File: src/rtl/uart_pkg.sv
// rtl/uart_pkg.sv - shared UART constants and receiver state codes
package uart_pkg;

    localparam int CLKS_PER_BIT_DEFAULT = 10416;
    localparam int DATA_BITS            = 8;

    localparam logic [2:0] IDLE  = 3'd0;
    localparam logic [2:0] START = 3'd1;
    localparam logic [2:0] DATA  = 3'd2;
    localparam logic [2:0] STOP  = 3'd3;
    localparam logic [2:0] BREAK = 3'd4;

endpackage

File: src/rtl/uart_sync.sv
// rtl/uart_sync.sv - multi-stage synchronizer for an asynchronous, idle-high input
module uart_sync #(
    parameter int STAGES = 2
) (
    input  logic clk,
    input  logic reset,
    input  logic d,
    output logic q
);

    logic [STAGES-1:0] chain;

    // Resets to 1 so an idle-high line never looks like a start edge after reset.
    always_ff @(posedge clk) begin
        if (reset) begin
            chain <= '1;
        end else begin
            chain <= {chain[STAGES-2:0], d};
        end
    end

    assign q = chain[STAGES-1];

endmodule

File: src/rtl/uart_receiver.sv
// rtl/uart_receiver.sv - 8N1 UART receive stage with mid-bit sampling and break handling
module uart_receiver
    import uart_pkg::*;
#(
    parameter int CLKS_PER_BIT = CLKS_PER_BIT_DEFAULT,
    parameter int SYNC_STAGES  = 2
) (
    input  logic                 clk,
    input  logic                 reset,
    input  logic                 RxD,
    output logic [DATA_BITS-1:0] data,
    output logic                 valid,
    output logic                 frame_err,
    output logic                 busy
);

    localparam int CNT_W    = $clog2(CLKS_PER_BIT);
    localparam int BITCNT_W = $clog2(DATA_BITS);

    localparam logic [CNT_W-1:0]    HALF_LAST = CNT_W'(CLKS_PER_BIT / 2 - 1);
    localparam logic [CNT_W-1:0]    BIT_LAST  = CNT_W'(CLKS_PER_BIT - 1);
    localparam logic [BITCNT_W-1:0] LAST_BIT  = BITCNT_W'(DATA_BITS - 1);

    logic                 rx_s;
    logic [2:0]           state;
    logic [CNT_W-1:0]     cnt;
    logic [BITCNT_W-1:0]  bitcnt;
    logic [DATA_BITS-1:0] sr;

    uart_sync #(
        .STAGES(SYNC_STAGES)
    ) u_rx_sync (
        .clk  (clk),
        .reset(reset),
        .d    (RxD),
        .q    (rx_s)
    );

    always_ff @(posedge clk) begin
        if (reset) begin
            state     <= IDLE;
            cnt       <= '0;
            bitcnt    <= '0;
            sr        <= '0;
            data      <= '0;
            valid     <= 1'b0;
            frame_err <= 1'b0;
        end else begin
            valid     <= 1'b0;
            frame_err <= 1'b0;
            case (state)
                IDLE: begin
                    cnt <= '0;
                    if (!rx_s) begin
                        state <= START;
                    end
                end
                START: begin
                    // A start bit that is high again at mid-bit was a glitch.
                    if (cnt == HALF_LAST) begin
                        cnt    <= '0;
                        bitcnt <= '0;
                        state  <= rx_s ? IDLE : DATA;
                    end else begin
                        cnt <= cnt + 1'b1;
                    end
                end
                DATA: begin
                    if (cnt == BIT_LAST) begin
                        cnt    <= '0;
                        sr     <= {rx_s, sr[DATA_BITS-1:1]};
                        bitcnt <= bitcnt + 1'b1;
                        if (bitcnt == LAST_BIT) begin
                            state <= STOP;
                        end
                    end else begin
                        cnt <= cnt + 1'b1;
                    end
                end
                STOP: begin
                    if (cnt == BIT_LAST) begin
                        cnt <= '0;
                        if (rx_s) begin
                            data  <= sr;
                            valid <= 1'b1;
                            state <= IDLE;
                        end else begin
                            frame_err <= 1'b1;
                            state     <= BREAK;
                        end
                    end else begin
                        cnt <= cnt + 1'b1;
                    end
                end
                BREAK: begin
                    // Wait out a held-low line so it cannot retrigger a frame.
                    cnt <= '0;
                    if (rx_s) begin
                        state <= IDLE;
                    end
                end
                default: begin
                    cnt   <= '0;
                    state <= IDLE;
                end
            endcase
        end
    end

    assign busy = (state != IDLE);

endmodule

File: config.mk
export PLATFORM = sky130hd
export DESIGN_NAME = uart_receiver
export DESIGN_NICKNAME = d
export VERILOG_FILES = /design/src/rtl/uart_pkg.sv /design/src/rtl/uart_sync.sv /design/src/rtl/uart_receiver.sv
export SDC_FILE = /design/constraint.sdc
export NUM_CORES = 1
export LEC_CHECK = 0
export ABC_AREA = 1
export BUFFER_PORTS_ARGS = -buffer_cell sky130_fd_sc_hd__buf_2
export CAP_MARGIN = 20
export CORE_MARGIN = 5
export CORE_UTILIZATION = 45
export CTS_CLUSTER_SIZE = 20
export DETAILED_ROUTE_END_ITERATION = 7
export GPL_ROUTABILITY_DRIVEN = 0
export GPL_TIMING_DRIVEN = 0
export PLACE_DENSITY = 0.67
export SLEW_MARGIN = 20
export SYNTH_ARGS = -nofsm -noshare
export SYNTH_HDL_FRONTEND = slang
export SYNTH_HIERARCHICAL = 1
export SYNTH_SLANG_ARGS = --single-unit
File: constraint.sdc
create_clock -name clk -period 1.6 [get_ports clk]
set_input_delay 0.24 -clock clk [delete_from_list [all_inputs] [get_ports clk]]
set_output_delay 0.24 -clock clk [all_outputs]
set_load 0.03 [all_outputs]
==> results of run 1 <==
state kept, by name, summed over array words and instances (netlist names):
name and flops:
data 8, cnt 14, valid 1, state 3, frame_err 1, u_rx_sync/chain 2
sr 8, bitcnt 3
power groups by stage:
stage	clock (mW)	sequential, mW	combinational (mW)
finish	0.712	1.12	0.506
global route	0.778	1.12	0.586
CTS	0.746	1.11	0.485
detailed placement	0	1.13	0.483
global placement	0	1.13	0.478
floorplan	0	1.12	0.402
metal layers:
layer,global-route usage (%),up-vias,share of wire (%)
li1,-,867,-
met1,19.08,681,53
met2,20.21,27,41
met3,4.005,4,4.4
met4,6.522,0,1.3
met5,0,-,0
worst max-delay path by stage:
stage,to,slack [ps]
2_1_floorplan,cnt[10],180
3_3_place_gp,cnt[10],20
3_5_place_dp,cnt[10],20
4_1_cts,cnt[6],5
5_1_grt,cnt[4],-0.4
6_report,cnt[6],150
synth_stat cells:
| master | count | area, µm² |
|---|---|---|
| nand2_1 | 55 | 206.5 |
| nor2_1 | 50 | 187.7 |
| inv_1 | 43 | 161.4 |
| dfxtp_1 | 40 | 800.8 |
| a21oi_1 | 12 | 60.06 |
| nand3_1 | 10 | 50.05 |
| o21ai_0 | 9 | 45.04 |
| nor3_1 | 8 | 40.04 |
| xor2_1 | 8 | 70.07 |
| nand2_2 | 5 | 31.28 |
| ha_1 | 4 | 50.05 |
| nand3_2 | 3 | 30.03 |
| buf_6 | 2 | 22.52 |
| nand4_1 | 2 | 12.51 |
| nand4_2 | 2 | 25.02 |
| nor3_2 | 2 | 20.02 |
| o21ai_1 | 2 | 10.01 |
| xnor2_1 | 2 | 17.52 |
| buf_2 | 1 | 5.000 |
| clkbuf_1 | 1 | 3.750 |
| inv_2 | 1 | 3.750 |
| nand3b_1 | 1 | 7.510 |
| nor2_2 | 1 | 6.260 |
| nor2_4 | 1 | 11.26 |
| nor3b_1 | 1 | 7.510 |
| o211ai_1 | 1 | 7.510 |
| or2_2 | 1 | 6.260 |
final cells by class:
type,count,area [µm²]
fill,392,1879
multi-input combinational,180,943.4
sequential,40,805.8
inverter,44,165.2
clock buffer,6,82.58
timing repair buffer,14,72.57
tap,50,62.56
buffer,4,31.28
clock inverter,2,15.01
metrics by stage:
stage                     area, µm²  worst slack, ps  utilization (%)  cells
after floorplan                1899            179.9                -    268
after global placement         2027            21.57            49.95    331
after detailed placement       2027            20.37            49.95    331
after CTS                      2125            5.011            52.36    339
after global routing           2178          -0.3682            53.68    340
final                          2178            154.0            53.68    340
repair_timing:
item	in CTS	in global routing
resized for setup	0	10
setup endpoints to repair	0	32
setup buffers	0	1
critical path, cell delays in order, from the launching register on:
cell and delay, ps:
dfxtp_1 370, nor2_1 160, nand2_1 110, nor2_4 160
nand2_1 90, nand2_2 100, nand2_2 70, nand2_2 90
buf_6 140, nor2_1 40
cells by family (layout without fill, tap and decap cells):
family	Yosys count	count (layout)	share of synthesized area, %
buf+inv	48	70	10.34
xor+xnor	10	10	4.612
flops	40	40	42.16
simple gates	142	142	33.80
compound gates	24	24	6.456
fa+ha+maj	4	4	2.635
==> flow_metrics.env, run 1 <==
export IMPL_pwr_share_comb_pct=21.7
export IMPL_startpoint="cnt[9]"
export IMPL_track_usage_pct=13.96
export IMPL_max_freq_ghz=0.6916
export IMPL_vias=1579
export IMPL_reg2regPathDepth=9
export IMPL_hold_class="input pin to register"
export IMPL_grt_overflow_total=0
export IMPL_htree_levels=2
export IMPL_layout_nets=296
export IMPL_antenna_found_initial=0
export IMPL_min_to="u_rx_sync/chain[0]"
export IMPL_power_density_mw_per_mm2=1071
export IMPL_routed_wirelength_um=3475
export IMPL_synth_yosys_seq_area_share_pct=42.16
export IMPL_cp_end_kind="register"
export IMPL_cts_root_buf="clkbuf_8"
export IMPL_leakage_nw=0.9757
export IMPL_hpwlAfterDp_um=2525
export IMPL_crit_fanout=10
export IMPL_p_seq_share_pct=47.8
export IMPL_yosysUniqueCellTypes=27
export IMPL_setup_tns_ps=0
export IMPL_layout_drive_gt1_share_pct=15.52
export IMPL_min_from="RxD"
export IMPL_fin_crit_sh_pct=90.37
export IMPL_clkPwrFrac_pct=30.5
export IMPL_die_h_um=74.97
export IMPL_dr_first_iter_drc_count=102
export IMPL_grt_start_max_net_pins=14
export IMPL_grt_first_pass_wirelength_um=6030
export IMPL_intPower_mw=1.591
export IMPL_p_sw_mw=0.7420
export IMPL_area_delta_synth_final_pct=14.69
export IMPL_postCtsHoldBufs=0
export IMPL_synth_cells=268
export IMPL_cap_violations=0
export IMPL_io_pins=14
export IMPL_cts_tree="built"
export IMPL_final_common_cell="nand2_1"
export IMPL_drv_slew=0
export IMPL_core_region_area_mm2=0.004058
export IMPL_ant_nets=0
export IMPL_drc_errors=0
export IMPL_p_total_mw=2.333
export IMPL_syn_nets=275
export IMPL_diodes=0
export IMPL_io_buffer_count=13
export IMPL_slew_headroom_pct=75.03
export IMPL_r2r_start="cnt[9]"
export IMPL_status="complete, no violations"
export IMPL_rows=23
export IMPL_swShare_pct=31.80
export IMPL_hold_depth=3
export IMPL_viasPerCell=4.644
export IMPL_synth_area_mm2=0.001899
export IMPL_postSynthAreaPerCell_um2=7.087
export IMPL_start_kind="register"
export IMPL_vdd_drop_max_uv=544.9
export IMPL_cp_required_ps=1790
export IMPL_r2r_setup_slack_ps=150
export IMPL_fin_skew_ps=8.402
export IMPL_setup_worst_path_class="register to register"
export IMPL_post_route_min_period_ps=1446
export IMPL_grt_pass1_vias=1381
export IMPL_clock_latency_ps=300
export IMPL_post_drt_wl_per_cell_um=10.22
export IMPL_die_x_um=74.97
export IMPL_worst_slew_pin_slew_ps=374.6
export IMPL_setup_viol_count_final=0
export IMPL_cts_buffers=5
export IMPL_holdWs_ps=116.3
export IMPL_firstDrtPassIters=4
export IMPL_final_cell_mix="55 x nand2_1, 49 x nor2_1, 43 x inv_1, 38 x dfxtp_1, 14 x buf_2"
export IMPL_ys_ff_latch=40
export IMPL_reg2reg_to="cnt[6]"
export IMPL_arrival_ps=1630
export IMPL_yosys_warnings=6
export IMPL_clkSlewWorstSetupHoldPaths_ps=80
export IMPL_die_area_mm2=0.005620
export IMPL_clockBufferDepth=2
export IMPL_start_util_pct=46.81
export IMPL_hold_viol=0
export IMPL_cts_sinks=40
(Power assumes the default switching activity.)
==> run 2, diff against run 1 <==
ABC_AREA = 0   (was 1)
PLACE_DENSITY = 0.68   (was 0.67)
REMOVE_ABC_BUFFERS = 1   (was default)
==> flow_metrics.env, run 2 <==
export IMPL_status="complete, but fails checks"
export IMPL_violations="setup timing"
export IMPL_cp_end_kind="register"
export IMPL_setup_tns_ps=-2119
export IMPL_worst_slew_pin_slew_ps=474.8
export IMPL_yosys_top_cells_count="40 x dfxtp_1, 38 x nor2_1, 21 x mux2i_1"
export IMPL_dr_first_iter_drc_count=151
export IMPL_antenna_found_initial=0
export IMPL_intPower_mw=1.526
export IMPL_layout_nets=216
export IMPL_hpwlAfterDp_um=2057
export IMPL_slew_headroom_pct=68.34
export IMPL_diodes=0
export IMPL_grt_start_max_net_pins=31
export IMPL_async_flop_share_pct=0
export IMPL_fin_crit_sh_pct=110.4
export IMPL_hold_viol=0
export IMPL_clkPwrFrac_pct=45.2
export IMPL_cts_sinks=40
export IMPL_die_h_um=72.35
export IMPL_die_x_um=72.35
export IMPL_p_seq_share_pct=52.0
export IMPL_post_drt_wl_per_cell_um=14.47
export IMPL_die_area_mm2=0.005234
export IMPL_final_cell_mix="27 x dfxtp_1, 25 x nor2_1, 21 x mux2i_1, 13 x buf_2, 13 x buf_4"
export IMPL_ant_nets=0
export IMPL_cts_tree="built"
export IMPL_p_total_mw=1.925
export IMPL_power_density_mw_per_mm2=839.0
export IMPL_start_util_pct=47.07
export IMPL_pwr_share_comb_pct=2.8
export IMPL_start_kind="register"
export IMPL_post_route_util_pct=61.75
export IMPL_p_sw_mw=0.3993
export IMPL_track_usage_pct=15.56
export IMPL_fin_skew_ps=6.714
export IMPL_htree_levels=2
export IMPL_grt_pass1_vias=1365
export IMPL_yosys_warnings=6
export IMPL_clockBufferDepth=2
export IMPL_post_route_min_period_ps=1767
export IMPL_vdd_drop_max_uv=534.2
export IMPL_layout_drive_gt1_share_pct=40.00
export IMPL_clkSlewWorstSetupHoldPaths_ps=80
export IMPL_yosysUniqueCellTypes=36
export IMPL_synth_top_area_cell="dfxtp_1"
export IMPL_worst_slack_ps=-167.1
export IMPL_cts_root_buf="clkbuf_8"
export IMPL_crit_path_cell_trace="nor4bb_4, nand4_1, a32oi_4, o21ai_2, mux2_4"
export IMPL_io_pins=14
export IMPL_postCtsHoldBufs=0
export IMPL_top_regs="cnt (14), data (8), sr (8)"
export IMPL_routed_wirelength_um=3734
export IMPL_max_stage_delay_ps=390
export IMPL_drc_errors=0
export IMPL_io_buffer_count=13
export IMPL_grt_overflow_total=0
export IMPL_postSynthAreaPerCell_um2=9.664
export IMPL_synth_top_area_share_pct=45.78
export IMPL_top_register="cnt"
export IMPL_synth_area_leaders="dfxtp_1 46%, mux2i_1 12%, nor2_1 8.2%"
export IMPL_synth_edf_count=0
export IMPL_cts_buffers=5
export IMPL_firstDrtPassIters=4
export IMPL_clock_latency_ps=300
export IMPL_vias=1335
export IMPL_ys_flop_type="dfxtp_1"
export IMPL_arrival_ps=1960
export IMPL_viasPerCell=5.174
export IMPL_synth_most_common_cell="dfxtp_1"
export IMPL_rsz0062_at_grt="yes"
export IMPL_leakage_nw=0.8209
export IMPL_synth_yosys_seq_area_share_pct=45.78
export IMPL_cp_required_ps=1790
export IMPL_synth_area_mm2=0.001749
export IMPL_cap_violations=0
export IMPL_final_common_cell="dfxtp_1"
export IMPL_crit_fanout=4
export IMPL_ys_ff_latch=40
export IMPL_swShare_pct=20.74
export IMPL_synth_cells=181
export IMPL_setup_worst_path_class="register to register"
export IMPL_hold_class="input pin to register"
export IMPL_area_delta_synth_final_pct=31.19
export IMPL_setup_viol_count_final=26
export IMPL_max_freq_ghz=0.5659
export IMPL_grt_first_pass_wirelength_um=6348
export IMPL_rows=22
export IMPL_largest_reg_flops=14
export IMPL_crit_path_top_delay_cell="dfxtp_4"
export IMPL_core_region_area_mm2=0.003716
export IMPL_drv_slew=0
[run 2: cell count changes in the layout (fill, tap and decap cells not counted), moves of 4 or more]
cell / delta
dfxtp_1: -11
mux2i_1: +21
o21ai_0: -9
nand2_2: -4
nor2_2: +8
inv_1: -42
nor3_1: -4
buf_4: +12
a21oi_1: -11
nor2_4: +4
dfxtp_2: +8
nand2_1: -49
nor2_1: -24
[run 2: final timing paths]
| path | from | endpoint | slack [ps] | cells after the start |
|---|---|---|---|---|
| setup / recovery | cnt[12] | state[1] | -170 | 5 |
| hold / removal | RxD | u_rx_sync/chain[0] | 110 | 2 |
| setup reg to reg | cnt[12] | state[1] | -170 | 5 |
| hold reg to reg | u_rx_sync/chain[0] | u_rx_sync/chain[1] | 420 | 1 |
[run 2: final cells by class]
class,instances,area (µm²)
multi-input cells,132,1077
clock buffers,6,82.58
flip-flops and latches,40,827.0
well taps,48,60.06
clock inverters,2,38.79
fillers,321,1421
repair buffers,29,205.2
inverters,1,3.754
[run 2: metal layers]
layer / vias up / routed length (µm) / part of all wire (%) / track usage (%)
met5: - / 0 / 0 / 0
met4: 0 / 76 / 2.0 / 8.351
met3: 7 / 144 / 3.9 / 3.740
li1: 678 / - / - / -
met1: 622 / 1630 / 44 / 18.71
met2: 28 / 1882 / 50 / 25.48
[run 2: cell families after synthesis]
family | count (synthesis) | share of synthesized area (%)
simple gates | 87 | 27.47
xor+xnor | 12 | 6.009
buf+inv | 10 | 2.718
fa+ha+maj | 4 | 2.861
compound gates | 6 | 2.503
flops | 40 | 45.78
mux | 22 | 12.66
[run 2: critical path: cells and delay by family (launching register included)]
family,cells,cell delay (ps)
flops,1,390
mux,1,300
compound gates,2,470
simple gates,2,500
[run 2: repair_timing]
item,4_1_cts,5_1_grt
gates cloned,1,0
gates resized for setup,34,23
pin swaps,23,5
endpoints found under the setup margin,36,37
buffers inserted,15,1
[run 2: power by group through the flow]
stage	Sequential, mW	Clock [mW]	Combinational, mW
6_report	1.00	0.870	0.0547
5_1_grt	1.00	0.927	0.0605
4_1_cts	1.00	0.872	0.0515
3_5_place_dp	1.03	0	0.0370
3_3_place_gp	1.03	0	0.0359
2_1_floorplan	1.03	0	0.0216
[run 2: metrics by stage]
stage / std cells / hold slack [ps] / setup WS [ps] / area [µm²]
detailed placement: 233 / 401.5 / -512.2 / 1831
global placement: 233 / 389.4 / -439.5 / 1831
floorplan: 172 / 312.4 / -154.9 / 1705
global route: 258 / 130.9 / -235.9 / 2295
CTS: 257 / 114.4 / -161.9 / 2215
finish: 258 / 111.9 / -167.1 / 2295
==> run 3, diff against run 2 <==
PLACE_DENSITY = 0.67   (was 0.68)
SYNTH_HIERARCHICAL = default   (was 1)
==> flow_metrics.env, run 3 <==
export IMPL_status="complete, but fails checks"
export IMPL_violations="setup timing"
export IMPL_crit_fanout=7
export IMPL_setup_viol_count_final=27
export IMPL_path_buf_inv=1
export IMPL_postCtsHoldBufs=0
export IMPL_drc_errors=0
export IMPL_placed_cell_area_mm2=0.001967
export IMPL_die_h_um=75.44
export IMPL_r2r_setup_slack_ps=-230
export IMPL_post_route_util_pct=57.69
export IMPL_viasPerCell=5.768
export IMPL_synth_xor_area_share_pct=4.091
export IMPL_grt_start_max_net_pins=27
export IMPL_synth_edf_count=0
export IMPL_layout_drive_gt1_share_pct=34.73
export IMPL_die_x_um=75.44
export IMPL_max_stage_delay_ps=510
export IMPL_start_kind="register"
export IMPL_arrival_ps=1990
export IMPL_clkSlewWorstSetupHoldPaths_ps=70
export IMPL_synth_top_area_share_pct=41.56
export IMPL_min_to="u_rx_sync.chain[0]"
export IMPL_synth_top_area_cell="dfxtp_1"
export IMPL_synth_mux_area_share_pct=2.143
export IMPL_grt_first_pass_wirelength_um=7176
export IMPL_vias=1667
export IMPL_io_buffer_count=13
export IMPL_rsz0062_at_grt="yes"
export IMPL_hold_class="input pin to register"
export IMPL_drv_slew=0
export IMPL_yosys_top_cells_count="40 x dfxtp_1, 24 x nand3_1, 21 x o21ai_0"
export IMPL_leakage_nw=0.7854
export IMPL_synth_most_common_cell="dfxtp_1"
export IMPL_synth_cells=214
export IMPL_start_util_pct=47.15
export IMPL_core_region_area_mm2=0.004086
export IMPL_cts_tree="built"
export IMPL_dr_first_iter_drc_count=137
export IMPL_vdd_drop_max_uv=678.3
export IMPL_reg2regPathDepth=5
export IMPL_critPathMostFrequentCell="or4_4"
export IMPL_ys_ff_latch=40
export IMPL_synth_compound_area_share_pct=13.64
export IMPL_critical_path_top_delay_family="simple AND/OR/NAND/NOR gates"
export IMPL_crit_path_top_delay_cell="or4_4"
export IMPL_synthSimpleGateAreaFrac_pct=30.06
export IMPL_hold_viol=0
export IMPL_async_flop_share_pct=0
export IMPL_fin_skew_ps=12.81
export IMPL_worst_slack_ps=-226.6
export IMPL_slew_headroom_pct=68.81
export IMPL_synth_area_mm2=0.001927
export IMPL_ys_flop_type="dfxtp_1"
export IMPL_cts_sinks=40
export IMPL_fin_crit_sh_pct=114.2
export IMPL_firstDrtPassIters=5
export IMPL_worst_slew_pin_slew_ps=467.7
export IMPL_cap_violations=0
export IMPL_top_regs="cnt (14), data (8), sr (8)"
export IMPL_die_area_mm2=0.005690
export IMPL_top_register="cnt"
export IMPL_track_usage_pct=16.63
export IMPL_cts_buffers=5
export IMPL_htree_levels=2
export IMPL_power_density_mw_per_mm2=801.8
export IMPL_routed_wirelength_um=4445
export IMPL_crit_path_cell_trace="or4_4, or4_4, a22oi_4, buf_6, nor3b_1"
export IMPL_max_freq_ghz=0.5475
export IMPL_clock_latency_ps=300
export IMPL_yosys_warnings=0
export IMPL_reg2reg_to="cnt[1]"
export IMPL_cts_root_buf="clkbuf_8"
export IMPL_synth_top_family_by_area="simple AND/OR/NAND/NOR gates"
export IMPL_p_total_mw=1.890
export IMPL_min_from="RxD"
export IMPL_antenna_found_initial=0
export IMPL_area_delta_synth_final_pct=22.34
export IMPL_synth_adder_area_share_pct=2.597
export IMPL_layout_nets=245
export IMPL_io_pins=14
export IMPL_yosysUniqueCellTypes=44
export IMPL_hold_depth=2
export IMPL_grt_overflow_total=0
export IMPL_post_route_min_period_ps=1827
export IMPL_setup_worst_path_class="register to register"
export IMPL_clockBufferDepth=2
export IMPL_synth_area_leaders="dfxtp_1 42%, nand3_1 6.2%, o21ai_0 5.5%"
export IMPL_final_cell_mix="31 x dfxtp_1, 24 x nand3_1, 15 x a21oi_1, 13 x buf_2"
export IMPL_largest_reg_flops=14
export IMPL_postSynthAreaPerCell_um2=9.004
export IMPL_cp_end_kind="register"
export IMPL_final_common_cell="dfxtp_1"
export IMPL_grt_pass1_vias=1523
export IMPL_rows=23
export IMPL_design_area_mm2=0.002357
export IMPL_r2r_start="cnt[7]"
export IMPL_post_drt_wl_per_cell_um=15.38
export IMPL_hpwlAfterDp_um=2548
export IMPL_synth_yosys_seq_area_share_pct=41.56
export IMPL_ant_nets=0
export IMPL_diodes=0
export IMPL_cp_required_ps=1770
run 3: cell count changes after synthesis, moves of 10 or more:
| cell | delta |
|---|---|
| nor2_1 | -33 |
| mux2i_1 | -18 |
| nand3_1 | +16 |
| nor3_2 | +10 |
| a21oi_1 | +15 |
| o21ai_0 | +20 |
run 3: kinds of logic after synthesis:
kind of cell,Yosys count
AND/OR/NAND/NOR,93
adder cells (fa/ha/maj),4
multiplexers,4
XOR/XNOR,9
flip-flops,40
buffers and inverters,18
AO/OA/AOI/OAI,46
run 3: routing by layer:
metal / global-route usage (%) / part of all wire (%) / routed length (µm)
met1: 21.90 / 49 / 2175
met2: 25.60 / 46 / 2040
met3: 5.541 / 4.2 / 186
met4: 5.631 / 0.94 / 42
met5: 0 / 0 / 0
run 3: layout make-up:
cell class | count | area (µm²)
inverter | 3 | 11.26
clock buffer | 5 | 68.82
tap | 50 | 62.56
fill | 364 | 1729
sequential | 40 | 822.0
clock inverter | 3 | 42.54
timing repair buffer | 31 | 226.5
multi-input combinational | 157 | 1124
run 3: power by group:
part           internal (mW)  leakage [nW]  switching, mW
clock                  0.462        0.0541          0.372
sequential             0.992         0.328        0.00649
combinational         0.0204         0.403         0.0381
total                   1.47         0.785          0.416
run 3: worst max-delay path by stage:
stage               startpoint      end  slack (ps)  cells after the start
global placement        cnt[0]   cnt[1]       -1160                      5
floorplan               cnt[0]   cnt[1]        -530                      5
finish                  cnt[7]   cnt[1]        -230                      5
CTS                     cnt[7]   cnt[1]        -220                      5
detailed placement      cnt[0]   cnt[1]       -1080                      5
global route            cnt[5]  cnt[11]        -300                      5
run 3: what timing repair did:
item | in CTS | in global routing
pin swaps | 14 | 15
endpoints found under the setup margin | 38 | 37
buffers inserted | 11 | 6
resized for setup | 20 | 33
gates cloned | 1 | 0
run 3: metrics by stage:
step / std cells / setup TNS, ps / setup WS (ps) / hold slack, ps
2_1_floorplan: 199 / -10500 / -534.5 / 309.1
3_3_place_gp: 262 / -30090 / -1162 / 392.1
3_5_place_dp: 263 / -28890 / -1078 / 397.0
4_1_cts: 283 / -3450 / -223.2 / 126.5
5_1_grt: 289 / -6226 / -297.1 / 131.4
6_report: 289 / -3837 / -226.6 / 127.8
run 3: worst register-to-register path, cell delays in order (launching register included):
cell and delay [ps]:
dfxtp_4 360, or4_4 510, or4_4 450, a22oi_4 170, buf_6 160, nor3b_1 50
